==> src/rtl/uart_frame_rx_if.sv <==
// Bundles the serial input line with the received-byte status outputs of uart_frame_rx.
// The receiver connects through the slave modport; the line driver uses master.
interface uart_frame_rx_if;
    logic       uart_rx;
    logic [7:0] rx_data;
    logic       rx_int;
    logic       rx_done;
    logic       frame_err;

    modport master (output uart_rx, input rx_data, rx_int, rx_done, frame_err);
    modport slave  (input uart_rx, output rx_data, rx_int, rx_done, frame_err);
endinterface

==> src/rtl/uart_frame_rx.sv <==
// 8N1 UART receiver: synchronizes the line, finds the start edge and samples each bit at its midpoint.
// A byte is published only when its stop bit is high; a low stop bit sets frame_err instead.
module uart_frame_rx #(
    parameter int CLK_HZ = 50000000,
    parameter int BAUD   = 9600
) (
    input  logic            clk,
    input  logic            rst_n,
    uart_frame_rx_if.slave  bus
);
    localparam int BPS_CNT  = CLK_HZ / BAUD;
    localparam int HALF_CNT = BPS_CNT / 2;
    localparam int CW       = $clog2(BPS_CNT);
    localparam logic [CW-1:0] CNT_LAST = CW'(BPS_CNT - 1);
    localparam logic [CW-1:0] CNT_HALF = CW'(HALF_CNT - 1);

    localparam logic [1:0] IDLE  = 2'd0;
    localparam logic [1:0] START = 2'd1;
    localparam logic [1:0] DATA  = 2'd2;
    localparam logic [1:0] STOP  = 2'd3;

    logic          sync1, sync2, hist;
    logic [1:0]    state;
    logic [CW-1:0] cnt;
    logic [2:0]    bit_idx;
    logic [7:0]    shreg;
    logic [7:0]    rx_data_q;
    logic          rx_int_q, rx_done_q, frame_err_q;
    logic          fall;

    // History flops reset high so a line already low at reset release reads as a falling edge.
    assign fall = hist & ~sync2;

    always_ff @(posedge clk or negedge rst_n) begin
        if (!rst_n) begin
            sync1 <= 1'b1;
            sync2 <= 1'b1;
            hist  <= 1'b1;
        end else begin
            sync1 <= bus.uart_rx;
            sync2 <= sync1;
            hist  <= sync2;
        end
    end

    always_ff @(posedge clk or negedge rst_n) begin
        if (!rst_n) begin
            state       <= IDLE;
            cnt         <= '0;
            bit_idx     <= '0;
            shreg       <= '0;
            rx_data_q   <= '0;
            rx_int_q    <= 1'b0;
            rx_done_q   <= 1'b0;
            frame_err_q <= 1'b0;
        end else begin
            rx_done_q <= 1'b0;
            rx_int_q  <= (state != IDLE);
            case (state)
                IDLE: begin
                    if (fall) begin
                        state <= START;
                        cnt   <= '0;
                    end
                end
                START: begin
                    if (cnt == CNT_HALF) begin
                        cnt     <= '0;
                        bit_idx <= '0;
                        state   <= sync2 ? IDLE : DATA;
                    end else begin
                        cnt <= cnt + 1'b1;
                    end
                end
                DATA: begin
                    if (cnt == CNT_LAST) begin
                        cnt   <= '0;
                        shreg <= {sync2, shreg[7:1]};
                        if (bit_idx == 3'd7) state <= STOP;
                        else                 bit_idx <= bit_idx + 1'b1;
                    end else begin
                        cnt <= cnt + 1'b1;
                    end
                end
                default: begin
                    if (cnt == CNT_LAST) begin
                        cnt   <= '0;
                        state <= IDLE;
                        if (sync2) begin
                            rx_data_q   <= shreg;
                            rx_done_q   <= 1'b1;
                            frame_err_q <= 1'b0;
                        end else begin
                            frame_err_q <= 1'b1;
                        end
                    end else begin
                        cnt <= cnt + 1'b1;
                    end
                end
            endcase
        end
    end

    assign bus.rx_data   = rx_data_q;
    assign bus.rx_int    = rx_int_q;
    assign bus.rx_done   = rx_done_q;
    assign bus.frame_err = frame_err_q;
endmodule

==> src/flat_wrapper.sv <==
// flat-port wrapper written by rule: the top's interface ports become plain ports
module uart_frame_rx_flat 
#(
    parameter int CLK_HZ = 50000000,
    parameter int BAUD   = 9600
)
  (clk, rst_n, bus_uart_rx, bus_rx_data, bus_rx_int, bus_rx_done, bus_frame_err);
  uart_frame_rx_if bus_i ();
  input  logic clk;
  input  logic rst_n;
  input wire logic [$bits(bus_i.uart_rx)-1:0] bus_uart_rx;
  output wire logic [$bits(bus_i.rx_data)-1:0] bus_rx_data;
  output wire logic [$bits(bus_i.rx_int)-1:0] bus_rx_int;
  output wire logic [$bits(bus_i.rx_done)-1:0] bus_rx_done;
  output wire logic [$bits(bus_i.frame_err)-1:0] bus_frame_err;
  assign bus_i.uart_rx = bus_uart_rx;
  assign bus_rx_data = bus_i.rx_data;
  assign bus_rx_int = bus_i.rx_int;
  assign bus_rx_done = bus_i.rx_done;
  assign bus_frame_err = bus_i.frame_err;
  uart_frame_rx #(.CLK_HZ(CLK_HZ), .BAUD(BAUD)) u_core (.clk(clk), .rst_n(rst_n), .bus(bus_i));
endmodule
==> config.mk <==
export PLATFORM = sky130hd
export DESIGN_NAME = uart_frame_rx_flat
export DESIGN_NICKNAME = d
export VERILOG_FILES = /design/src/rtl/uart_frame_rx_if.sv /design/src/rtl/uart_frame_rx.sv /design/src/flat_wrapper.sv
export SDC_FILE = /design/constraint.sdc
export NUM_CORES = 1
export LEC_CHECK = 0
export CAP_MARGIN = 20
export CORE_AREA = 3 3 85 87
export DETAILED_ROUTE_END_ITERATION = 8
export DIE_AREA = 0 0 88 90
export SLEW_MARGIN = 20
export SYNTH_ARGS = -nofsm -noshare
export SYNTH_HDL_FRONTEND = slang
export SYNTH_SLANG_ARGS = --single-unit
==> constraint.sdc <==
create_clock -name clk -period 4.3 [get_ports clk]
set_clock_uncertainty 0.05 [all_clocks]
set_input_delay 0.86 -clock clk [delete_from_list [all_inputs] [get_ports clk]]
set_output_delay 0.86 -clock clk [all_outputs]
set_load 0.02 [all_outputs]
==> out/metrics.cfg, run 1 <==
[placed_design]
port_buffers=13
gp_congestion=0.740
dpl.hpwl_um=2520
place_area_mm2=0.00213
placed_cells=254

[clock_network]
cts_resized=0
clockRootBuffer=clkbuf_8
insertion_delay_ns=0.30
holdBufCountCts=0
clock-sinks=40
clkSlewWorstSetupHoldPaths_ns=0.08
cts_max_path_buffers=2
cts_tree=built
post_cts_buffers=0
cts.htree.levels=2
cts_inserted_buffers=5

[timing]
max_freq_mhz=459
tightest_slew_ns=0.873
drv_slew=0
period_share_pct=50.6
maxSlewHeadroom_pct=41.8
tns_ns=0
hold_ws_ns=0.308
period_minus_slack_ns=2.18
finalHoldViolations=0
setup_viol_count_final=0
rsz0062_at_grt=no

[hold_path]
min_path_type=reg2reg

[global_routing]
antenna_found_initial=0
grt-ovfl-total=0
grt_max_degree=41
grt_use_total_pct=9.96
first_global_vias=1249
grt_pass1_wl_um=6250

[route]
drt-wirelength-per-cell_um=14.2
first_pass_iters=4
wirelength_um=3720
via_count=1344
detail-route-antenna-nets=0
first_iter_violations=113
viasPerCell=5.13
drcViolationCount=0

[critical_path]
end_kind=primary output
cp_data_arrival_time_ns=1.27
critPathLaunchType=flip-flop
slowest_stage=clkdlybuf4s50_1
critPathBufInv=1
cp_max_fo=2
crit_required_ns=3.39
critPathMaxStageDelay_ns=0.61
path_cells=clkdlybuf4s50_1
path_delay_family=buffers and inverters
crit_type=reg2out

[pwr]
power_leakage_nw=0.981
swShare_pct=30.2
intPower_w=0.000578
powerDensity_mw_per_mm2=373
power_frac_comb_pct=14.1
power_frac_seq_pct=55.9
ir_drop_v=0.000115
p_clk_share_pct=29.9
switching_power_w=0.000250

[floorplan]
start_util_pct=30.3
die_area_mm2=0.00792
fp.coreArea_mm2=0.00642
row_count=29
die_x_um=88
ios=14
die_h_um=90

[logic_synthesis]
ys.flop_type=dfrtp_1
netlist_area_mm2=0.00194
netlist_instances=169
ys.warnings.count=0
ys_types=43
async_reset_ff_share_pct=100
synth_edf_count=0
synth.net_count=175
ys_seq_elements=40
ys_seq_area_share_pct=51.7
avgSynthCellArea_um2=11.5

[flow_run]
maxCapViolCount=0

[cells_and_area]
fill_cells=632
n_antenna_cell=0
design_area_mm2=0.00222
area_growth_pct=14.2
final_nets=190
final_cells=262
drive_above_1_share_pct=22.2

[status]
status=finished clean

-- layout make-up --
| type | instances | area, um2 | share of cell area (%) |
|---|---|---|---|
| multi-input combinational | 118 | 886 | 39.9 |
| sequential | 40 | 1000 | 45.3 |
| inverter | 6 | 22.5 | 1.01 |
| tap | 77 | 96.3 | 4.34 |
| timing repair buffer | 13 | 125 | 5.64 |
| clock inverter | 2 | 12.5 | 0.564 |
| clock buffer | 6 | 72.6 | 3.27 |
-- sequential cells by signal (all words and copies together) (netlist names) --
register              flops
u_core.bus.rx_int         1
u_core.bus.frame_err      1
u_core.bus.rx_done        1
u_core.sync1              1
u_core.shreg              8
u_core.bit_idx            3
u_core.state              2
u_core.hist               1
u_core.bus.rx_data        8
u_core.cnt               13
u_core.sync2              1
-- power by group through the flow --
stage	Sequential, W	Clock (W)	Combinational, W
5_1_grt	0.000471	0.000272	0.000134
3_5_place_dp	0.000469	0	0.000118
4_1_cts	0.000463	0.000253	0.000120
6_report	0.000463	0.000248	0.000117
2_1_floorplan	0.000449	0	0.000102
3_3_place_gp	0.000468	0	0.000118
-- cells in the mapped netlist (2+ instances only) --
master	instances	share of area, %
a32oi_1	2	0.90
o21ai_0	11	2.8
a21oi_1	5	1.3
or2_2	2	0.64
o211ai_1	4	1.5
nand2b_1	3	0.97
nor2b_1	3	0.97
o31ai_1	2	0.77
a22o_1	2	0.90
clkbuf_2	3	0.77
nor3_1	4	1.0
dfstp_2	3	4.1
a31oi_1	3	0.97
nor2_1	8	1.5
nand2_1	13	2.5
mux2_2	9	5.2
or4_1	2	0.77
mux2_4	8	6.2
a31oi_2	2	1.3
inv_1	6	1.2
dfrtp_1	37	48
or3_1	2	0.64
nand3_1	9	2.3
ha_1	3	1.9
and3_1	3	0.97
nand4_2	2	1.3
nor4b_1	2	0.90
-- kinds of logic (layout without fill, tap and decap cells) --
family,count (synthesis),count (layout),share of synthesized area [%]
flops,40,40,51.7
xor+xnor,1,1,0.451
fa+ha+maj,3,3,1.93
mux,18,18,11.9
compound gates,34,34,11.7
buf+inv,11,27,2.77
simple gates,62,62,19.6
-- final timing paths --
check	from	depth (start not counted)	slack, ns	end
worst max-delay path	u_core.bus.rx_data[3]	1	2.12	bus_rx_data[3]
worst min-delay path	u_core.sync1	0	0.31	u_core.sync2
worst min register to register	u_core.sync1	0	0.31	u_core.sync2
min in group asynchronous	rst_n	1	0.62	u_core.bus.rx_data[4]
worst max register to register	u_core.cnt[0]	5	2.16	u_core.bus.rx_data[6]
max in group asynchronous	rst_n	1	3.03	u_core.cnt[1]
-- layer usage --
metal  routed length (um)  GRT usage (%)
met1                 1910           14.6
met2                 1630           13.5
met3                  101           2.47
met4                   68           4.60
met5                    0              0
-- layout by cell type, fill, tap and decap left out, types with 5 or more instances in the layout --
| master | netlist | routed |
|---|---|---|
| dfrtp_1 | 37 | 37 |
| mux2_2 | 9 | 9 |
| clkdlybuf4s50_1 | 0 | 12 |
| nor2_1 | 8 | 8 |
| a21oi_1 | 5 | 5 |
| mux2_4 | 8 | 8 |
| clkbuf_8 | 0 | 5 |
| inv_1 | 6 | 6 |
| o21ai_0 | 11 | 11 |
| nand2_1 | 13 | 13 |
| nand3_1 | 9 | 9 |
-- stage by stage --
| stage | util (%) | setup WS, ns | total power, W |
|---|---|---|---|
| after floorplan | - | 2.53 | 0.000551 |
| after global placement | 33.2 | 2.17 | 0.000586 |
| after detailed placement | 33.2 | 2.16 | 0.000588 |
| after CTS | 34.6 | 2.11 | 0.000835 |
| after global routing | 34.6 | 2.00 | 0.000877 |
| final | 34.6 | 2.12 | 0.000827 |
Power figures use the tool's default switching activity.
==> inputs of run 2 (changes only) <==
clock period = 2 ns   (was 4.3 ns; I/O delays follow)
==> run 2 against run 1 <==
  * Final cell count up 7.6%
  * Sequential power rose by 100%
  * Register-to-register slack got worse by 2.1 ns
  * Clock power rose to 2.7 times the previous value
  * Global-route usage grew 0.53 points
  * Non-clock buffer count rose by 20
  * Routed wire length grew 0.48%
  * Core utilization is 3.7 points higher
  * Setup slack worse by 2.1 ns
  * Via count rose by 4.0%
  * Critical path type is now reg2reg
  * Largest cell class unchanged
  * Largest power group unchanged
==> out/metrics.cfg, run 2 (synthesis gave the netlist of run 1 again) <==
[status]
status=finished clean  ; unchanged

[critical_path]
cp_max_fo=8  ; was 2
crit_cells=7  ; was 1
end_kind=flip-flop  ; was primary output
critPathBufInv=2  ; was 1
crit_type=reg2reg  ; was reg2out
r2r_setup_slack_ns=0.07  ; was 2.16 ns
crit_required_ns=2.13  ; was 3.39 ns
critPathMaxStageDelay_ns=0.40  ; was 0.61 ns
path_cells=ha_1, buf_4, and4bb_2, and3_2, nand2b_4, buf_12, mux2_4  ; was clkdlybuf4s50_1
slowest_stage=dfrtp_1  ; was clkdlybuf4s50_1
cp_data_arrival_time_ns=2.06  ; was 1.27 ns
path_delay_family=simple AND/OR/NAND/NOR gates  ; was buffers and inverters
reg2regPathDepth=7  ; was 5
critPathLaunchType=flip-flop  ; unchanged

[cells_and_area]
drive_above_1_share_pct=32.2  ; was 22.2%
multiInputGateArea_um2=920  ; was 886 um2
utilization_pct=38.3  ; was 34.6%
n_antenna_cell=0  ; unchanged
layout_common_cells=37 x dfrtp_1, 18 x buf_4, 13 x nand2_1  ; was 37 x dfrtp_1, 13 x nand2_1, 12 x clkdlybuf4s50_1
seqCellArea_mm2=0.00100  ; unchanged
area_growth_pct=26.4  ; was 14.2%
top_register=u_core.cnt  ; unchanged
design_area_mm2=0.00246  ; was 0.00222 mm2
largest_reg_flops=13  ; unchanged
layout.cells.most_common=dfrtp_1  ; unchanged
final_nets=210  ; was 190
fill_cells=603  ; was 632

[placed_design]
gp_congestion=0.771  ; was 0.740
dpl.hpwl_um=2720  ; was 2520 um
place_area_mm2=0.00230  ; was 0.00213 mm2
port_buffers=13  ; unchanged

[clock_network]
clock-sinks=40  ; unchanged
clkSlewWorstSetupHoldPaths_ns=0.09  ; was 0.08 ns
cts.htree.levels=2  ; unchanged
insertion_delay_ns=0.30  ; about the same
cts_max_path_buffers=2  ; unchanged
clockRootBuffer=clkbuf_8  ; unchanged
cts_inserted_buffers=5  ; unchanged
holdBufCountCts=0  ; unchanged
cts_tree=built  ; unchanged

[pwr]
power_leakage_nw=1.12  ; was 0.981 nW
ir_drop_v=0.000397  ; was 0.000115 V
powerDensity_mw_per_mm2=850  ; was 373 mW/mm2

[route]
first_iter_violations=108  ; was 113
drt-wirelength-per-cell_um=13.2  ; was 14.2 um
drcViolationCount=0  ; unchanged
viasPerCell=4.96  ; was 5.13
detail-route-antenna-nets=0  ; unchanged
via_count=1398  ; was 1344
first_pass_iters=4  ; unchanged
wirelength_um=3730  ; was 3720 um

[timing]
period_share_pct=96.5
period_minus_slack_ns=1.93
setup_viol_count_final=0  ; unchanged
tns_ns=0  ; unchanged
maxSlewHeadroom_pct=68.7  ; was 41.8%
tightest_slew_ns=0.468  ; was 0.873 ns
finalHoldViolations=0  ; unchanged
max_freq_mhz=518
drv_slew=0  ; unchanged

[global_routing]
grt_max_degree=41  ; unchanged
grt_pass1_wl_um=6630  ; was 6250 um
first_global_vias=1327  ; was 1249
grt_use_total_pct=10.5  ; was 9.96%
antenna_found_initial=0  ; unchanged
grt-ovfl-total=0  ; unchanged

[floorplan]
die_area_mm2=0.00792  ; unchanged
ios=14  ; unchanged
die_h_um=90  ; unchanged
die_x_um=88  ; unchanged
fp.coreArea_mm2=0.00642  ; unchanged
start_util_pct=30.3  ; unchanged
row_count=29  ; unchanged

[hold_path]
min_path_type=in2async  ; was reg2reg

[flow_run]
maxCapViolCount=0  ; unchanged

## run 2: final cells by class
class | count | share of cell area [%]
flip-flops and latches | 40 | 40.9
inverters | 6 | 0.916
well taps | 77 | 3.92
repair buffers | 33 | 12.2
clock inverters | 3 | 1.88
clock buffers | 5 | 2.80
multi-input cells | 118 | 37.4
## run 2: path summary, 6_finish.rpt
check                                   endpoint     startpoint
max                        u_core.bus.rx_data[7]  u_core.cnt[1]
min                        u_core.bus.rx_data[4]          rst_n
max reg2reg                u_core.bus.rx_data[7]  u_core.cnt[1]
min reg2reg                         u_core.sync2   u_core.sync1
max in group asynchronous           u_core.sync2          rst_n
min in group clk                    u_core.sync2   u_core.sync1
## run 2: power breakdown
| group | internal (W) | total, W | switching (W) |
|---|---|---|---|
| sequential | 0.000877 | 0.000937 | 0.0000604 |
| combinational | 0.000243 | 0.000473 | 0.000230 |
| clock | 0.000376 | 0.000680 | 0.000304 |
| total | 0.00150 | 0.00209 | 0.000595 |
## run 2: routing by layer
layer,vias to the layer above,wire [um],global-route usage (%)
met3,4,92,2.74
met2,20,1730,15.5
met5,-,0,0
met1,682,1870,15.2
met4,0,38,2.69
li1,692,-,-
## run 2: timing repair
| action | 4_1_cts | 5_1_grt |
|---|---|---|
| setup endpoints to repair | 0 | 23 |
| resized for setup | 0 | 6 |
| buffers inserted | 0 | 1 |
## run 2: worst register-to-register path: stages, from the launching register on
cell and delay (ns):
dfrtp_1 0.40, ha_1 0.22, buf_4 0.14, and4bb_2 0.26
and3_2 0.23, nand2b_4 0.08, buf_12 0.13, mux2_4 0.30
## run 2: per-stage QoR
stage	total power, W	std cells	hold slack, ns	worst slack [ns]
after floorplan	0.00119	169	0.0544	0.231
after global placement	0.00139	273	0.296	0.0889
after detailed placement	0.00140	273	0.297	0.0454
after CTS	0.00208	281	0.00797	0.0278
after global routing	0.00221	282	0.00376	-0.000873
final	0.00209	282	0.00300	0.0699
==> inputs of run 3 (changes only) <==
REMOVE_ABC_BUFFERS = 1   (was default)
==> run 3 against run 2 <==
  * Critical path depth fell by 2
  * First-iteration DRC count fell by 15%
  * Fmax rose by 0.95%
  * Setup slack improved by 0.018 ns
  * Register-to-register slack improved by 0.02 ns
  * Combinational power fell by 18%
  * Cell area fell by 2.0%
  * Sequential share of layout area rose by 0.85 points
  * Routed wire length barely moved
  * Clock power fell by 2%
==> out/metrics.cfg, run 3 (synthesis gave the netlist of run 1 again) <==
[floorplan]
die_h_um=90  ; unchanged
die_x_um=88  ; unchanged
die_area_mm2=0.00792  ; unchanged
row_count=29  ; unchanged
start_util_pct=30.3  ; unchanged
ios=14  ; unchanged
fp.coreArea_mm2=0.00642  ; unchanged

[clock_network]
clock-sinks=40  ; unchanged
cts_resized=0  ; unchanged
clockRootBuffer=clkbuf_8  ; unchanged
clkSlewWorstSetupHoldPaths_ns=0.09  ; about the same
cts_tree=built  ; unchanged
post_cts_buffers=0  ; unchanged
holdBufCountCts=0  ; unchanged
insertion_delay_ns=0.29  ; was 0.30 ns
cts_inserted_buffers=5  ; unchanged
cts.htree.levels=2  ; unchanged
cts_max_path_buffers=2  ; unchanged

[pwr]
power_leakage_nw=1.09  ; was 1.12 nW
ir_drop_v=0.000269  ; was 0.000397 V
intPower_w=0.00144  ; was 0.00150 W
power_frac_comb_pct=19.3  ; was 22.6%
p_clk_share_pct=33.1  ; was 32.5%
switching_power_w=0.000565  ; was 0.000595 W
swShare_pct=28.1  ; was 28.5%
powerDensity_mw_per_mm2=834  ; was 850 mW/mm2
power_frac_seq_pct=47.7  ; was 44.8%

[route]
drt-wirelength-per-cell_um=13.5  ; was 13.2 um
wirelength_um=3740  ; was 3730 um
first_iter_violations=92  ; was 108
drcViolationCount=0  ; unchanged
detail-route-antenna-nets=0  ; unchanged
first_pass_iters=4  ; unchanged
viasPerCell=5.07  ; was 4.96
via_count=1405  ; was 1398

[critical_path]
end_kind=flip-flop  ; unchanged
cp_data_arrival_time_ns=2.04  ; was 2.06 ns
crit_required_ns=2.13  ; about the same
crit_type=reg2reg  ; unchanged
critPathLaunchType=flip-flop  ; unchanged
cp_max_fo=8  ; unchanged

[cells_and_area]
top_register=u_core.cnt  ; unchanged
final_nets=205  ; was 210
largest_reg_flops=13  ; unchanged
area_growth_pct=23.9  ; was 26.4%
layout_common_cells=37 x dfrtp_1, 13 x nand2_1, 13 x buf_4  ; was 37 x dfrtp_1, 18 x buf_4, 13 x nand2_1
n_antenna_cell=0  ; unchanged
design_area_mm2=0.00241  ; was 0.00246 mm2
layout.cells.most_common=dfrtp_1  ; unchanged
drive_above_1_share_pct=29.5  ; was 32.2%

[timing]
period_share_pct=95.6  ; was 96.5%
finalHoldViolations=0  ; unchanged
period_minus_slack_ns=1.91  ; was 1.93 ns
drv_slew=0  ; unchanged
tightest_slew_ns=0.449  ; was 0.468 ns
setup_viol_count_final=0  ; unchanged
tns_ns=0  ; unchanged
max_freq_mhz=523  ; was 518 MHz
maxSlewHeadroom_pct=70.0  ; was 68.7%
rsz0062_at_grt=no

[global_routing]
grt_use_total_pct=10.3  ; was 10.5%
grt_pass1_wl_um=6560  ; was 6630 um
antenna_found_initial=0  ; unchanged
first_global_vias=1367  ; was 1327
grt_max_degree=41  ; unchanged
grt-ovfl-total=0  ; unchanged

[flow_run]
maxCapViolCount=0  ; unchanged

[status]
status=finished clean  ; unchanged

[placed_design]
gp_congestion=0.786  ; was 0.771
dpl.hpwl_um=2650  ; was 2720 um
place_area_mm2=0.00227  ; was 0.00230 mm2
port_buffers=13  ; unchanged

[hold_path]
min_path_type=in2async  ; unchanged

[run 3: cell count changes in the layout (fill, tap and decap cells not counted)]
cell	before	now
nor2_4	1	0
buf_4	18	13
and3_1	2	3
nor4b_1	1	0
nand2b_4	1	0
nor3_2	1	0
nor3_1	3	4
and3_2	1	0
nand2b_1	2	3
nor2_2	0	1
nor4b_2	1	2
[run 3: critical path, cell delays in order, from the launching register on]
cell and delay [ns]:
dfrtp_1 0.48, and4b_1 0.44, and3_1 0.27, nand2b_1 0.11
buf_12 0.16, mux2_4 0.29
[run 3: through the flow]
stage               std cells  utilization, %  hold WS, ns  setup slack, ns  power [W]
detailed placement        269            35.4        0.298           0.0226    0.00134
CTS                       277            37.2       0.0149          0.00200    0.00202
global route              277            37.5       0.0222          0.00239    0.00213
finish                    277            37.5       0.0123           0.0880    0.00201
floorplan                 164               -       0.0544           0.0862    0.00118
global placement          269            35.4        0.295           0.0407    0.00134
[run 3: path summary, 6_finish.rpt]
kind | start | to | slack (ns) | cells after the start
setup / recovery | u_core.cnt[3] | u_core.bus.rx_data[3] | 0.09 | 5
hold / removal | rst_n | u_core.bus.rx_data[3] | 0.01 | 2
setup reg to reg | u_core.cnt[3] | u_core.bus.rx_data[3] | 0.09 | 5
hold reg to reg | u_core.sync1 | u_core.sync2 | 0.31 | 0
max in group asynchronous | rst_n | u_core.sync1 | 1.61 | 2
min in group clk | u_core.sync1 | u_core.sync2 | 0.31 | 0
[run 3: layer usage]
layer	track usage (%)	share of wire, %	vias to the layer above
met5	0	0	-
met4	3.07	0.83	0
met3	2.19	4.1	2
met2	15.5	46	33
met1	14.6	49	686
li1	-	-	684
[run 3: final cells by class]
| cell class | instances | area (um2) |
|---|---|---|
| Clock buffer | 5 | 68.8 |
| Inverter | 6 | 22.5 |
| Timing Repair Buffer | 28 | 263 |
| Multi-Input combinational cell | 118 | 907 |
| Clock inverter | 3 | 46.3 |
| Sequential cell | 40 | 1000 |
| Tap cell | 77 | 96.3 |
| Fill cell | 637 | 4010 |
[run 3: power groups by stage]
stage	sequential (W)	clock [W]	combinational, W
finish	0.000958	0.000664	0.000387
global route	0.000971	0.000731	0.000434
CTS	0.000955	0.000692	0.000374
detailed placement	0.000968	0	0.000370
global placement	0.000967	0	0.000368
floorplan	0.000979	0	0.000198
